<file path="config.mk">
export PLATFORM = sky130hd
export DESIGN_NAME = hssl_rx_pkt_merger_flat
export DESIGN_NICKNAME = d
export VERILOG_FILES = /design/src/rtl/hssl_rx_pkt_merger_if.sv /design/src/rtl/hssl_rx_pkt_merger.sv /design/src/flat_wrapper.sv
export SDC_FILE = /design/constraint.sdc
export NUM_CORES = 1
export LEC_CHECK = 0
export ABC_AREA = 1
export CORE_AREA = 4 4 287 289
export CTS_CLUSTER_DIAMETER = 200
export DETAILED_ROUTE_END_ITERATION = 8
export DIE_AREA = 0 0 291 293
export GPL_TIMING_DRIVEN = 0
export HOLD_SLACK_MARGIN = 0.02
export PLACE_DENSITY_LB_ADDON = 0.1
export SYNTH_ARGS = -nofsm -noshare
export SYNTH_HDL_FRONTEND = slang
export SYNTH_SLANG_ARGS = --single-unit
export TNS_END_PERCENT = 20
</file>
<file path="constraint.sdc">
create_clock -name clk -period 7 [get_ports clk]
set_input_delay 2.1 -clock clk [delete_from_list [all_inputs] [get_ports clk]]
set_output_delay 2.1 -clock clk [all_outputs]
set_load 0.02 [all_outputs]
</file>
<file path="src/rtl/hssl_rx_pkt_merger_if.sv">
// Bundle of the per-channel receive streams, the merged output stream and the
// diagnostic counters of the HSSL receive packet merger.
interface hssl_rx_pkt_merger_if #(
    parameter int PACKET_BITS  = 72,
    parameter int NUM_CHANNELS = 8,
    parameter int CHAN_BITS    = 3,
    parameter int CNT_BITS     = 32
);
    logic [NUM_CHANNELS-1:0][PACKET_BITS-1:0] rxpkt_data_in;
    logic [NUM_CHANNELS-1:0]                  rxpkt_vld_in;
    logic [NUM_CHANNELS-1:0]                  rxpkt_rdy_out;
    logic                                     handshake_complete_in;
    logic [PACKET_BITS-1:0]                   pkt_data_out;
    logic [CHAN_BITS-1:0]                     pkt_chan_out;
    logic                                     pkt_vld_out;
    logic                                     pkt_rdy_in;
    logic [CNT_BITS-1:0]                      pkt_cnt_out;
    logic [CNT_BITS-1:0]                      drop_cnt_out;

    // Environment side: drives the receive streams and the downstream ready.
    modport master (
        output rxpkt_data_in, rxpkt_vld_in, handshake_complete_in, pkt_rdy_in,
        input  rxpkt_rdy_out, pkt_data_out, pkt_chan_out, pkt_vld_out,
               pkt_cnt_out, drop_cnt_out
    );

    // Merger side.
    modport slave (
        input  rxpkt_data_in, rxpkt_vld_in, handshake_complete_in, pkt_rdy_in,
        output rxpkt_rdy_out, pkt_data_out, pkt_chan_out, pkt_vld_out,
               pkt_cnt_out, drop_cnt_out
    );
endinterface

</file>
<file path="src/rtl/hssl_rx_pkt_merger.sv">
// Round-robin merger of the HSSL per-channel receive streams into one tagged
// packet stream, with a 2-entry output skid buffer and saturating diagnostics.
module hssl_rx_pkt_merger #(
    parameter int PACKET_BITS  = 72,
    parameter int NUM_CHANNELS = 8,
    parameter int CHAN_BITS    = 3,
    parameter int CNT_BITS     = 32
) (
    input  logic                  clk,
    input  logic                  reset_n,
    hssl_rx_pkt_merger_if.slave   bus
);

    typedef struct packed {
        logic [CHAN_BITS-1:0]   chan;
        logic [PACKET_BITS-1:0] data;
    } entry_t;

    logic [CHAN_BITS-1:0] rr_q;
    logic [CHAN_BITS-1:0] grant_idx;
    logic [CHAN_BITS-1:0] scan_idx;
    logic                 grant_vld;
    logic [1:0]           count_q;
    entry_t               head_q;
    entry_t               spare_q;
    entry_t               entry_in;
    logic                 push;
    logic                 pop;
    logic [CHAN_BITS:0]   drop_num;
    logic [CNT_BITS-1:0]  pkt_cnt_q;
    logic [CNT_BITS-1:0]  drop_cnt_q;

    function automatic logic [CNT_BITS-1:0] sat_add(input logic [CNT_BITS-1:0] a,
                                                    input logic [CHAN_BITS:0]  b);
        logic [CNT_BITS:0] sum;
        sum = {1'b0, a} + (CNT_BITS+1)'(b);
        return sum[CNT_BITS] ? '1 : sum[CNT_BITS-1:0];
    endfunction

    // Scan downward so the last hit is the first valid channel at or after rr_q.
    always_comb begin
        // NOTE: every variable gets a default before any branch, so no latch is inferred.
        grant_vld = 1'b0;
        grant_idx = rr_q;
        scan_idx  = '0;
        for (int k = NUM_CHANNELS - 1; k >= 0; k--) begin
            scan_idx = rr_q + CHAN_BITS'(k);
            if (bus.rxpkt_vld_in[scan_idx]) begin
                grant_vld = 1'b1;
                grant_idx = scan_idx;
            end
        end
    end

    assign push     = bus.handshake_complete_in && grant_vld && (count_q != 2'd2);
    assign pop      = (count_q != 2'd0) && bus.pkt_rdy_in;
    assign entry_in = {grant_idx, bus.rxpkt_data_in[grant_idx]};

    // Ready is built from registered occupancy only, never from pkt_rdy_in.
    always_comb begin
        bus.rxpkt_rdy_out = '0;
        if (reset_n) begin
            if (!bus.handshake_complete_in)
                bus.rxpkt_rdy_out = bus.rxpkt_vld_in;
            else
                bus.rxpkt_rdy_out[grant_idx] = push;
        end
    end

    always_comb begin
        drop_num = '0;
        if (!bus.handshake_complete_in) begin
            for (int i = 0; i < NUM_CHANNELS; i++)
                drop_num = drop_num + {{CHAN_BITS{1'b0}}, bus.rxpkt_vld_in[i]};
        end
    end

    // NOTE: buffer entries are reset too, because the head drives pkt_data_out/pkt_chan_out directly.
    always_ff @(posedge clk or negedge reset_n) begin
        if (!reset_n) begin
            count_q <= 2'd0;
            head_q  <= '0;
            spare_q <= '0;
        end else begin
            // NOTE: non-blocking assignments keep every register reading pre-edge values.
            case (count_q)
                2'd0: begin
                    if (push) begin
                        head_q  <= entry_in;
                        count_q <= 2'd1;
                    end
                end
                2'd1: begin
                    if (push && pop) begin
                        head_q <= entry_in;
                    end else if (push) begin
                        spare_q <= entry_in;
                        count_q <= 2'd2;
                    end else if (pop) begin
                        count_q <= 2'd0;
                    end
                end
                default: begin
                    if (pop) begin
                        head_q  <= spare_q;
                        count_q <= 2'd1;
                    end
                end
            endcase
        end
    end

    always_ff @(posedge clk or negedge reset_n) begin
        if (!reset_n) begin
            rr_q       <= '0;
            pkt_cnt_q  <= '0;
            drop_cnt_q <= '0;
        end else begin
            if (push)
                rr_q <= grant_idx + CHAN_BITS'(1);
            if (pop)
                pkt_cnt_q <= sat_add(pkt_cnt_q, (CHAN_BITS+1)'(1));
            if (!bus.handshake_complete_in)
                drop_cnt_q <= sat_add(drop_cnt_q, drop_num);
        end
    end

    assign bus.pkt_vld_out  = (count_q != 2'd0);
    assign bus.pkt_data_out = head_q.data;
    assign bus.pkt_chan_out = head_q.chan;
    assign bus.pkt_cnt_out  = pkt_cnt_q;
    assign bus.drop_cnt_out = drop_cnt_q;

endmodule

</file>
<file path="src/flat_wrapper.sv">
// flat-port wrapper written by rule: the top's interface ports become plain ports
module hssl_rx_pkt_merger_flat 
#(
    parameter int PACKET_BITS  = 72,
    parameter int NUM_CHANNELS = 8,
    parameter int CHAN_BITS    = 3,
    parameter int CNT_BITS     = 32
)
  (clk, reset_n, bus_rxpkt_data_in, bus_rxpkt_vld_in, bus_handshake_complete_in, bus_pkt_rdy_in, bus_rxpkt_rdy_out, bus_pkt_data_out, bus_pkt_chan_out, bus_pkt_vld_out, bus_pkt_cnt_out, bus_drop_cnt_out);
  hssl_rx_pkt_merger_if #(.PACKET_BITS(PACKET_BITS), .NUM_CHANNELS(NUM_CHANNELS), .CHAN_BITS(CHAN_BITS), .CNT_BITS(CNT_BITS)) bus_i ();
  input  logic clk;
  input  logic reset_n;
  input wire logic [$bits(bus_i.rxpkt_data_in)-1:0] bus_rxpkt_data_in;
  input wire logic [$bits(bus_i.rxpkt_vld_in)-1:0] bus_rxpkt_vld_in;
  input wire logic [$bits(bus_i.handshake_complete_in)-1:0] bus_handshake_complete_in;
  input wire logic [$bits(bus_i.pkt_rdy_in)-1:0] bus_pkt_rdy_in;
  output wire logic [$bits(bus_i.rxpkt_rdy_out)-1:0] bus_rxpkt_rdy_out;
  output wire logic [$bits(bus_i.pkt_data_out)-1:0] bus_pkt_data_out;
  output wire logic [$bits(bus_i.pkt_chan_out)-1:0] bus_pkt_chan_out;
  output wire logic [$bits(bus_i.pkt_vld_out)-1:0] bus_pkt_vld_out;
  output wire logic [$bits(bus_i.pkt_cnt_out)-1:0] bus_pkt_cnt_out;
  output wire logic [$bits(bus_i.drop_cnt_out)-1:0] bus_drop_cnt_out;
  assign bus_i.rxpkt_data_in = bus_rxpkt_data_in;
  assign bus_i.rxpkt_vld_in = bus_rxpkt_vld_in;
  assign bus_i.handshake_complete_in = bus_handshake_complete_in;
  assign bus_i.pkt_rdy_in = bus_pkt_rdy_in;
  assign bus_rxpkt_rdy_out = bus_i.rxpkt_rdy_out;
  assign bus_pkt_data_out = bus_i.pkt_data_out;
  assign bus_pkt_chan_out = bus_i.pkt_chan_out;
  assign bus_pkt_vld_out = bus_i.pkt_vld_out;
  assign bus_pkt_cnt_out = bus_i.pkt_cnt_out;
  assign bus_drop_cnt_out = bus_i.drop_cnt_out;
  hssl_rx_pkt_merger #(.PACKET_BITS(PACKET_BITS), .NUM_CHANNELS(NUM_CHANNELS), .CHAN_BITS(CHAN_BITS), .CNT_BITS(CNT_BITS)) u_core (.clk(clk), .reset_n(reset_n), .bus(bus_i));
endmodule
</file>
==> impl_metrics.ini, run 1 <==
[drt]
vias = 20600
totalWireLength_um = 104000
ant_nets = 0
drc = 0
avgRoutedWirePerCell_um = 22.0
vias_per_cell = 4.37
drt_first_pass_iters = 5
first_iter_violations = 1084

[setup_path]
crit_required_ns = 4.90
critPathBufInv = 5
path_class = primary input to output port
cp.arrival_ns = 4.68
critPathLaunchType = primary input
worstPathCellList = dlygate4sd2_1 > nand2_1 > nand3_1 > nand3_1 > nand2_1 > inv_1 > nand2_1 > nand2_1 > nand2_1 > nand2_1 > nand2_2 > nand2_2 > nand2_4 > nand2_8 > buf_6 > buf_6 > nor2_4 > nand2_1 > a21oi_1 > clkdlybuf4s15_2
cp-end-kind = output port
crit_top_cell = nand2_1
critPathMaxFanout = 10
slowest_delay_ns = 0.30
slowest_stage = dlygate4sd2_1
path_delay_family = simple AND/OR/NAND/NOR gates

[finish]
multi_input_area_mm2 = 0.0100
nets = 4249
syn2layout_area_growth_pct = 58.8
regArea_mm2 = 0.00548
drive_above_1_share_pct = 5.95
fin_util_pct = 33.2
fill_cells = 8970

[worst_hold_path]
hp-class = flop to flop

[die]
dieArea_mm2 = 0.0853
die_y_um = 293
start_util_pct = 20.9
fp-row-count = 104
fp.coreArea_mm2 = 0.0799
die_x_um = 291
io_pins = 736

[global_route]
grt_pass1_wl_um = 147000
track_usage_pct = 23.3
grt_overflow = 0
antenna_found_initial = 9
grt_pass1_vias = 20400
grt_max_degree = 107

[run_status]
status = complete, no violations

[sta]
tightest_slew_ns = 0.909
fin_crit_sh_pct = 96.9
max_slew_margin_pct = 39.4
rsz0062_at_grt = false
final_hold_viol_count = 0
skew_ns = 0.0177
finalSetupViolations = 0
max_freq_mhz = 147
final-max-slew-violation-count = 0
period_needed_ns = 6.78

[placement]
routabilityCongestion = 0.923
dp_hpwl_um = 84200
io_buffers = 734

[clocking]
cts_max_level = 1
numCtsBuffers = 30
clk_pin_slew_ns = 0.06
clock-sinks = 219
cts_hold_buf = 0
cts_root_buffer = clkbuf_16
clkLatencyLatePin_ns = 0.58
clock_path_buffers = 3
cts_tree = done

[synthesis]
ys_warn_count = 0
avgSynthCellArea_um2 = 5.82
synth_edf_count = 0
syn_nets = 3476
yosys_register_bits = 219
synth_ff_type = dfrtp_1
synth-seq-area-share_pct = 32.8
syn_area_mm2 = 0.0167
synthArstFlopShare_pct = 100
synth.distinct_cells = 39
netlist_instances = 2872

[flow_run]
maxCapViolations = 0
==> registers in the layout, summed over array words and instances, names as in the netlist <==
register	cells
u_core.bus.pkt_data_out	72
u_core.bus.drop_cnt_out	32
u_core.count_q	2
u_core.spare_q	75
u_core.bus.pkt_cnt_out	32
u_core.rr_q	3
u_core.bus.pkt_chan_out	3
==> area by class of cell <==
cell class                      instances  area share, %
Clock buffer                           39           3.07
Sequential cell                       219           20.6
Inverter                               97           1.38
Antenna cell                            3         0.0283
Buffer                                150           3.50
Tap cell                             1060           4.99
Multi-Input combinational cell       2402           37.8
Clock inverter                         10          0.537
Timing Repair Buffer                  745           28.1
==> what timing repair did <==
action | 4_1_cts | 5_1_grt
setup endpoints to repair | 8 | 9
setup buffers | 5 | 4
pin swaps | 2 | 1
gates resized for setup | 52 | 16
==> kinds of logic after synthesis <==
group	Yosys count	share of synthesized area [%]
adder cells (fa/ha/maj)	16	1.42
AND/OR/NAND/NOR	2144	50.4
multiplexers	1	0.0599
flip-flops	219	32.8
AO/OA/AOI/OAI	218	6.64
XOR/XNOR	23	1.20
buffers and inverters	251	7.48
==> cells in the final DEF, fill, tap and decap left out, drive strengths merged, types with 11 or more instances in the layout <==
| master | netlist | routed |
|---|---|---|
| o21ai | 135 | 135 |
| nor2 | 239 | 239 |
| clkdlybuf4s50 | 0 | 717 |
| inv | 96 | 97 |
| nand2 | 1724 | 1724 |
| nor3 | 24 | 24 |
| clkbuf | 46 | 91 |
| or2 | 14 | 14 |
| xor2 | 16 | 16 |
| ha | 11 | 11 |
| nand3 | 115 | 115 |
| a21oi | 76 | 76 |
| nand4 | 17 | 17 |
| dfrtp | 219 | 219 |
| buf | 108 | 115 |
==> worst paths after layout <==
kind,from,end,slack (ns),depth (start not counted)
max in group asynchronous,reset_n,u_core.bus.drop_cnt_out[16],4.76,2
setup reg to reg,u_core.rr_q[0],u_core.bus.pkt_data_out[45],2.76,28
hold / removal,u_core.bus.pkt_data_out[27],u_core.bus.pkt_data_out[27],0.48,2
min in group asynchronous,reset_n,u_core.bus.pkt_data_out[17],1.38,1
setup / recovery,bus_rxpkt_vld_in[4],bus_rxpkt_rdy_out[4],0.22,20
hold reg to reg,u_core.bus.pkt_data_out[27],u_core.bus.pkt_data_out[27],0.48,2
==> worst reg2reg max path, delay by kind of cell (launching register included) <==
| kind | cells | cell delay [ns] |
|---|---|---|
| buffers and inverters | 9 | 1.56 |
| AND/OR/NAND/NOR | 18 | 1.87 |
| flip-flops | 1 | 0.42 |
| adder cells (fa/ha/maj) | 1 | 0.27 |
==> stage by stage <==
step	cells	setup WS [ns]	hold slack (ns)	setup TNS, ns	instance area (µm²)
floorplan	2872	0.767	0.453	0	16700
finish	4725	0.217	0.479	0	26600
detailed placement	4668	-1.08	0.464	-12.19	25500
global placement	4666	-8.21	0.464	-1600.50	25400
CTS	4718	0.143	0.480	0	26500
global route	4723	0.00553	0.490	0	26600
==> synthesized netlist by cell type, drive strengths merged, types with 2 or more instances <==
| cell | instances | area (µm²) |
|---|---|---|
| nand2 | 1724 | 6520 |
| nor2 | 239 | 915 |
| o31ai | 2 | 20.0 |
| o21ai | 135 | 676 |
| buf | 108 | 711 |
| or2 | 14 | 87.6 |
| fa | 5 | 100 |
| xnor2 | 7 | 61.3 |
| inv | 96 | 363 |
| a21o | 2 | 15.0 |
| a21oi | 76 | 380 |
| nand3 | 115 | 596 |
| ha | 11 | 138 |
| nor3 | 24 | 130 |
| nand4 | 17 | 113 |
| clkbuf | 46 | 173 |
| xor2 | 16 | 140 |
| dfrtp | 219 | 5480 |
| nor4 | 6 | 37.5 |
| a31oi | 2 | 12.5 |
| nand3b | 4 | 30.0 |
==> metal layers <==
metal / vias to the layer above / GRT usage (%) / routed length, µm
li1: 10400 / - / -
met1: 9452 / 29.1 / 44200
met2: 652 / 41.7 / 51600
met3: 84 / 5.24 / 6450
met4: 8 / 4.08 / 1840
met5: - / 0 / 44
Power of run 1 is not shown: default switching activity piles up to over one toggle a cycle in this logic, so the estimate is an artifact.
==> run 2, diff against run 1 <==
Settings changed: PLACE_DENSITY set to 0.53, PLACE_DENSITY_LB_ADDON 0.1 to not set, SLEW_MARGIN set to 20, TNS_END_PERCENT 20 to 30.
==> impl_metrics.ini, run 2 (same netlist as run 1, synthesis figures left out) <==
[clocking]
numCtsBuffers = 27
cts_root_buffer = clkbuf_16
clk_pin_slew_ns = 0.06
cts_tree = done
clkLatencyLatePin_ns = 0.56
clock-sinks = 219
cts_max_level = 1
cts_hold_buf = 0
clock_path_buffers = 3

[global_route]
grt_overflow = 0
grt_pass1_wl_um = 145000
antenna_found_initial = 9
grt_max_degree = 92
grt_pass1_vias = 20500
track_usage_pct = 22.8

[finish]
syn2layout_area_growth_pct = 58.9
fill_cells = 8951
layout_commonest_cell = nand2_1
mostFrequentLayoutCells = nand2_1 (1,712), clkdlybuf4s50_1 (717), nor2_1 (229)
top_register = u_core.spare_q
drive_above_1_share_pct = 5.90
largest_reg_flops = 75
nets = 4242

[setup_path]
cp.arrival_ns = 4.69
r2r_setup_slack_ns = 2.77
path_class = primary input to output port
critPathMaxFanout = 10
crit_required_ns = 4.90
cp-end-kind = output port
critPathLaunchType = primary input

[flow_run]
maxCapViolations = 0

[drt]
top_layer = met5
routed-wl-met3_um = 8080
vias = 21000
first_iter_violations = 1224
wl_met2_um = 48100
vias_per_cell = 4.43
totalWireLength_um = 102000
drc = 0
avgRoutedWirePerCell_um = 21.6
wirelength_met1_um = 43600
drt_first_pass_iters = 5
ant_nets = 0

[placement]
routabilityCongestion = 0.954
dp_hpwl_um = 84000
io_buffers = 734
pre_cts_ws_ns = -1.13

[sta]
tightest_slew_ns = 0.811
period_needed_ns = 6.79
rsz0062_at_grt = false
final_hold_viol_count = 0
skew_ns = 0.0130
finalSetupViolations = 0
fin_crit_sh_pct = 97.0
final-max-slew-violation-count = 0
max_slew_margin_pct = 45.9
timing.final.ws_setup_ns = 0.210
max_freq_mhz = 147

[die]
fp-row-count = 104
start_util_pct = 20.9
fp.coreArea_mm2 = 0.0799
die_x_um = 291
io_pins = 736
dieArea_mm2 = 0.0853
die_y_um = 293

[worst_hold_path]
hp-class = flop to flop

[run_status]
status = complete, no violations
## run 2: cell types whose count changed in the layout (fill, tap and decap cells not counted), moves of 3 or more
| cell | change |
|---|---|
| clkdlybuf4s15_1 | +3 |
| bufinv_16 | +3 |
| dlygate4sd2_1 | -4 |
| diode_2 | +6 |
| buf_4 | -4 |
| clkbuf_16 | -3 |
## run 2: per-layer routing
| layer | vias to the layer above | global-route usage, % |
|---|---|---|
| met5 | - | 0 |
| met4 | 4 | 5.13 |
| met3 | 104 | 5.28 |
| met2 | 757 | 39.0 |
| met1 | 9674 | 29.4 |
| li1 | 10400 | - |
## run 2: repair_timing
action                     4_1_cts  5_1_grt
setup endpoints to repair        8       10
pin swaps                        1        0
buffers inserted                 5        0
resized for setup               55       14
## run 2: cell type report
type | instances | area (µm²) | area share, %
antenna | 9 | 22.5 | 0.0847
buffer | 150 | 917 | 3.45
clock buffer | 39 | 781 | 2.94
clock inverter | 11 | 213 | 0.800
inverter | 97 | 367 | 1.38
multi-input combinational | 2402 | 10000 | 37.8
sequential | 219 | 5480 | 20.6
tap | 1060 | 1330 | 4.99
timing repair buffer | 741 | 7430 | 28.0
## run 2: critical path, cell delays in order
cell and delay [ns]:
clkdlybuf4s15_1 0.28, nand2_1 0.15, nand3_1 0.11, nand3_1 0.16, nand2_2 0.10, nor2_1 0.10
nand2_1 0.08, nand2_1 0.06, nand2_1 0.04, nand3_1 0.06, nand2_1 0.05, nand2_1 0.05
nand2_1 0.13, a21oi_2 0.22, buf_6 0.21, buf_6 0.21, nand2_1 0.07, a21oi_1 0.20
clkdlybuf4s15_2 0.30
## run 2: path summary, 6_finish.rpt
kind / startpoint / to / depth (start not counted)
hold / removal: u_core.bus.pkt_data_out[19] / u_core.bus.pkt_data_out[19] / 2
max in group asynchronous: reset_n / u_core.bus.pkt_data_out[25] / 2
min in group asynchronous: reset_n / u_core.bus.drop_cnt_out[18] / 1
setup / recovery: bus_rxpkt_vld_in[7] / bus_rxpkt_rdy_out[4] / 19
hold reg to reg: u_core.bus.pkt_data_out[19] / u_core.bus.pkt_data_out[19] / 2
setup reg to reg: u_core.rr_q[1] / u_core.bus.pkt_data_out[51] / 28
## run 2: stage by stage
step / instance area [µm²] / util [%] / setup TNS, ns / hold WS (ns) / instances
2_1_floorplan: 16700 / - / 0 / 0.453 / 2872
3_3_place_gp: 25400 / 31.8 / -1496.64 / 0.464 / 4666
3_5_place_dp: 25500 / 31.9 / -11.89 / 0.465 / 4668
4_1_cts: 26600 / 33.2 / 0 / 0.481 / 4719
5_1_grt: 26600 / 33.2 / 0 / 0.502 / 4720
6_report: 26600 / 33.3 / 0 / 0.478 / 4728
Power of run 2 is left out for the same reason.
==> run 3, diff against run 2 <==
Settings changed: CORE_AREA 4 4 287 289 to 4 4 282 284, DIE_AREA 0 0 291 293 to 0 0 286 288, PLACE_DENSITY 0.53 to 0.54.
==> impl_metrics.ini, run 3 (same netlist as run 1, synthesis figures left out) <==
[global_route]
track_usage_pct = 23.6
grt_pass1_vias = 20100
antenna_found_initial = 16
grt_overflow = 0
grt_max_degree = 88
grt_pass1_wl_um = 143000

[sta]
finalSetupViolations = 0
timing.final.ws_setup_ns = 0.237
skew_ns = 0.0102
tightest_slew_ns = 0.934
max_slew_margin_pct = 37.8
final-max-slew-violation-count = 0
final_hold_viol_count = 0
max_freq_mhz = 148
period_needed_ns = 6.76
fin_tns_setup_ns = 0
holdWs_ns = 0.479
fin_crit_sh_pct = 96.6

[placement]
pre_cts_ws_ns = -1.14
dp_hpwl_um = 84700
placed_cells_incl_taps = 4648
io_buffers = 734
routabilityCongestion = 0.912

[die]
fp.coreArea_mm2 = 0.0771
io_pins = 736
die_y_um = 288
fp-row-count = 102
start_util_pct = 21.7
die_x_um = 286
dieArea_mm2 = 0.0824

[setup_path]
slowest_delay_ns = 0.36
critPathBufInv = 4
cp.arrival_ns = 4.66
critPathLaunchType = primary input
cp-end-kind = output port
path_class = primary input to output port
rr_startpoint = u_core.rr_q[1]
r2r_setup_slack_ns = 2.88
critPathMaxFanout = 19
crit_required_ns = 4.90
crit_top_cell = nand2_1
rr_worst_depth = 27
worstPathCellList = dlygate4sd2_1 > nand2_1 > nand3_1 > nand3_1 > nand2_1 > nand3_1 > nand3_1 > nand2_1 > nand2_1 > nand2_1 > nand2_1 > nand2_1 > nand2_1 > inv_1 > a21oi_2 > buf_8 > nand2_1 > a21oi_1 > dlygate4sd2_1
slowest_stage = dlygate4sd2_1
r2r-end = u_core.bus.pkt_data_out[53]
path_delay_family = buffers and inverters

[clocking]
numCtsBuffers = 27
cts_hold_buf = 0
clk_pin_slew_ns = 0.06
cts_tree = done
clock-sinks = 219
cts_root_buffer = clkbuf_16
cts_max_level = 1
clkLatencyLatePin_ns = 0.56
clock_path_buffers = 3

[finish]
layout.cells.non_filler = 4703
nets = 4239
mostFrequentLayoutCells = nand2_1 (1,713), clkdlybuf4s50_1 (717), nor2_1 (229)
syn2layout_area_growth_pct = 57.9
fill_cells = 8748
top_register = u_core.spare_q
layout_commonest_cell = nand2_1
largest_reg_flops = 75
drive_above_1_share_pct = 5.77

[worst_hold_path]
whs_endpoint = u_core.bus.pkt_data_out[6]
hp-class = flop to flop
min-delay-start = u_core.bus.pkt_data_out[6]
min_path_cells = 2

[drt]
vias = 20900
ant_nets = 0
totalWireLength_um = 103000
vias_per_cell = 4.44
first_iter_violations = 1192
avgRoutedWirePerCell_um = 21.9
drt_first_pass_iters = 5
drc = 0

[flow_run]
maxCapViolations = 0

[run_status]
status = complete, no violations
## run 3: cell count changes in the layout (fill, tap and decap cells not counted), sizes merged
cell | before | now
buf | 112 | 113
dlymetal6s2s | 1 | 0
dlygate4sd2 | 0 | 4
diode | 9 | 8
clkinv | 4 | 7
clkinvlp | 0 | 2
inv | 98 | 97
bufinv | 6 | 5
clkbuf | 89 | 87
clkdlybuf4s15 | 11 | 2
## run 3: area by class of cell
cell class,count,area (µm²),share of cell area (%)
diodes,8,20.0,0.0758
clock inverters,14,204,0.772
well taps,1040,1300,4.93
flip-flops and latches,219,5480,20.8
multi-input cells,2402,10000,38.0
plain buffers,150,913,3.46
clock buffers,35,726,2.75
inverters,97,367,1.39
repair buffers,738,7370,27.9
## run 3: stage by stage
| stage | utilization, % | area, µm² |
|---|---|---|
| final | 34.3 | 26400 |
| after detailed placement | 33.0 | 25400 |
| after floorplan | - | 16700 |
| after CTS | 34.3 | 26400 |
| after global placement | 32.9 | 25400 |
| after global routing | 34.2 | 26400 |
## run 3: worst max path at each step
stage                   startpoint                           to  slack [ns]  depth (start not counted)
5_1_grt        bus_rxpkt_vld_in[0]         bus_rxpkt_rdy_out[4]      -0.007                         21
6_report       bus_rxpkt_vld_in[1]         bus_rxpkt_rdy_out[1]        0.24                         19
3_5_place_dp   bus_rxpkt_vld_in[3]         bus_rxpkt_rdy_out[0]       -1.14                         20
4_1_cts        bus_rxpkt_vld_in[6]         bus_rxpkt_rdy_out[0]        0.05                         20
2_1_floorplan  bus_rxpkt_vld_in[0]  u_core.bus.drop_cnt_out[25]        0.77                         24
3_3_place_gp               reset_n         bus_rxpkt_rdy_out[4]       -7.78                          4
## run 3: layer usage
| metal | GRT usage [%] | share of wire (%) | vias up | wire length (µm) |
|---|---|---|---|---|
| met4 | 5.96 | 2.6 | 10 | 2730 |
| li1 | - | - | 10400 | - |
| met5 | 0 | 0.056 | - | 58 |
| met3 | 5.84 | 7.6 | 99 | 7880 |
| met1 | 30.1 | 43 | 9621 | 43900 |
| met2 | 40.2 | 47 | 722 | 48500 |
## run 3: repair_timing
item | CTS | global route
endpoints found under the setup margin | 8 | 8
buffers inserted | 1 | 1
resized for setup | 46 | 20
pin swaps | 0 | 1
endpoints found under the hold margin | 0 | 0
## run 3: tightest hold or removal path, delay by kind of cell (launching register included)
family | cells | cell delay [ns]
flip-flops | 1 | 0.34
AND/OR/NAND/NOR | 2 | 0.10
Power of run 3 is left out for the same reason.
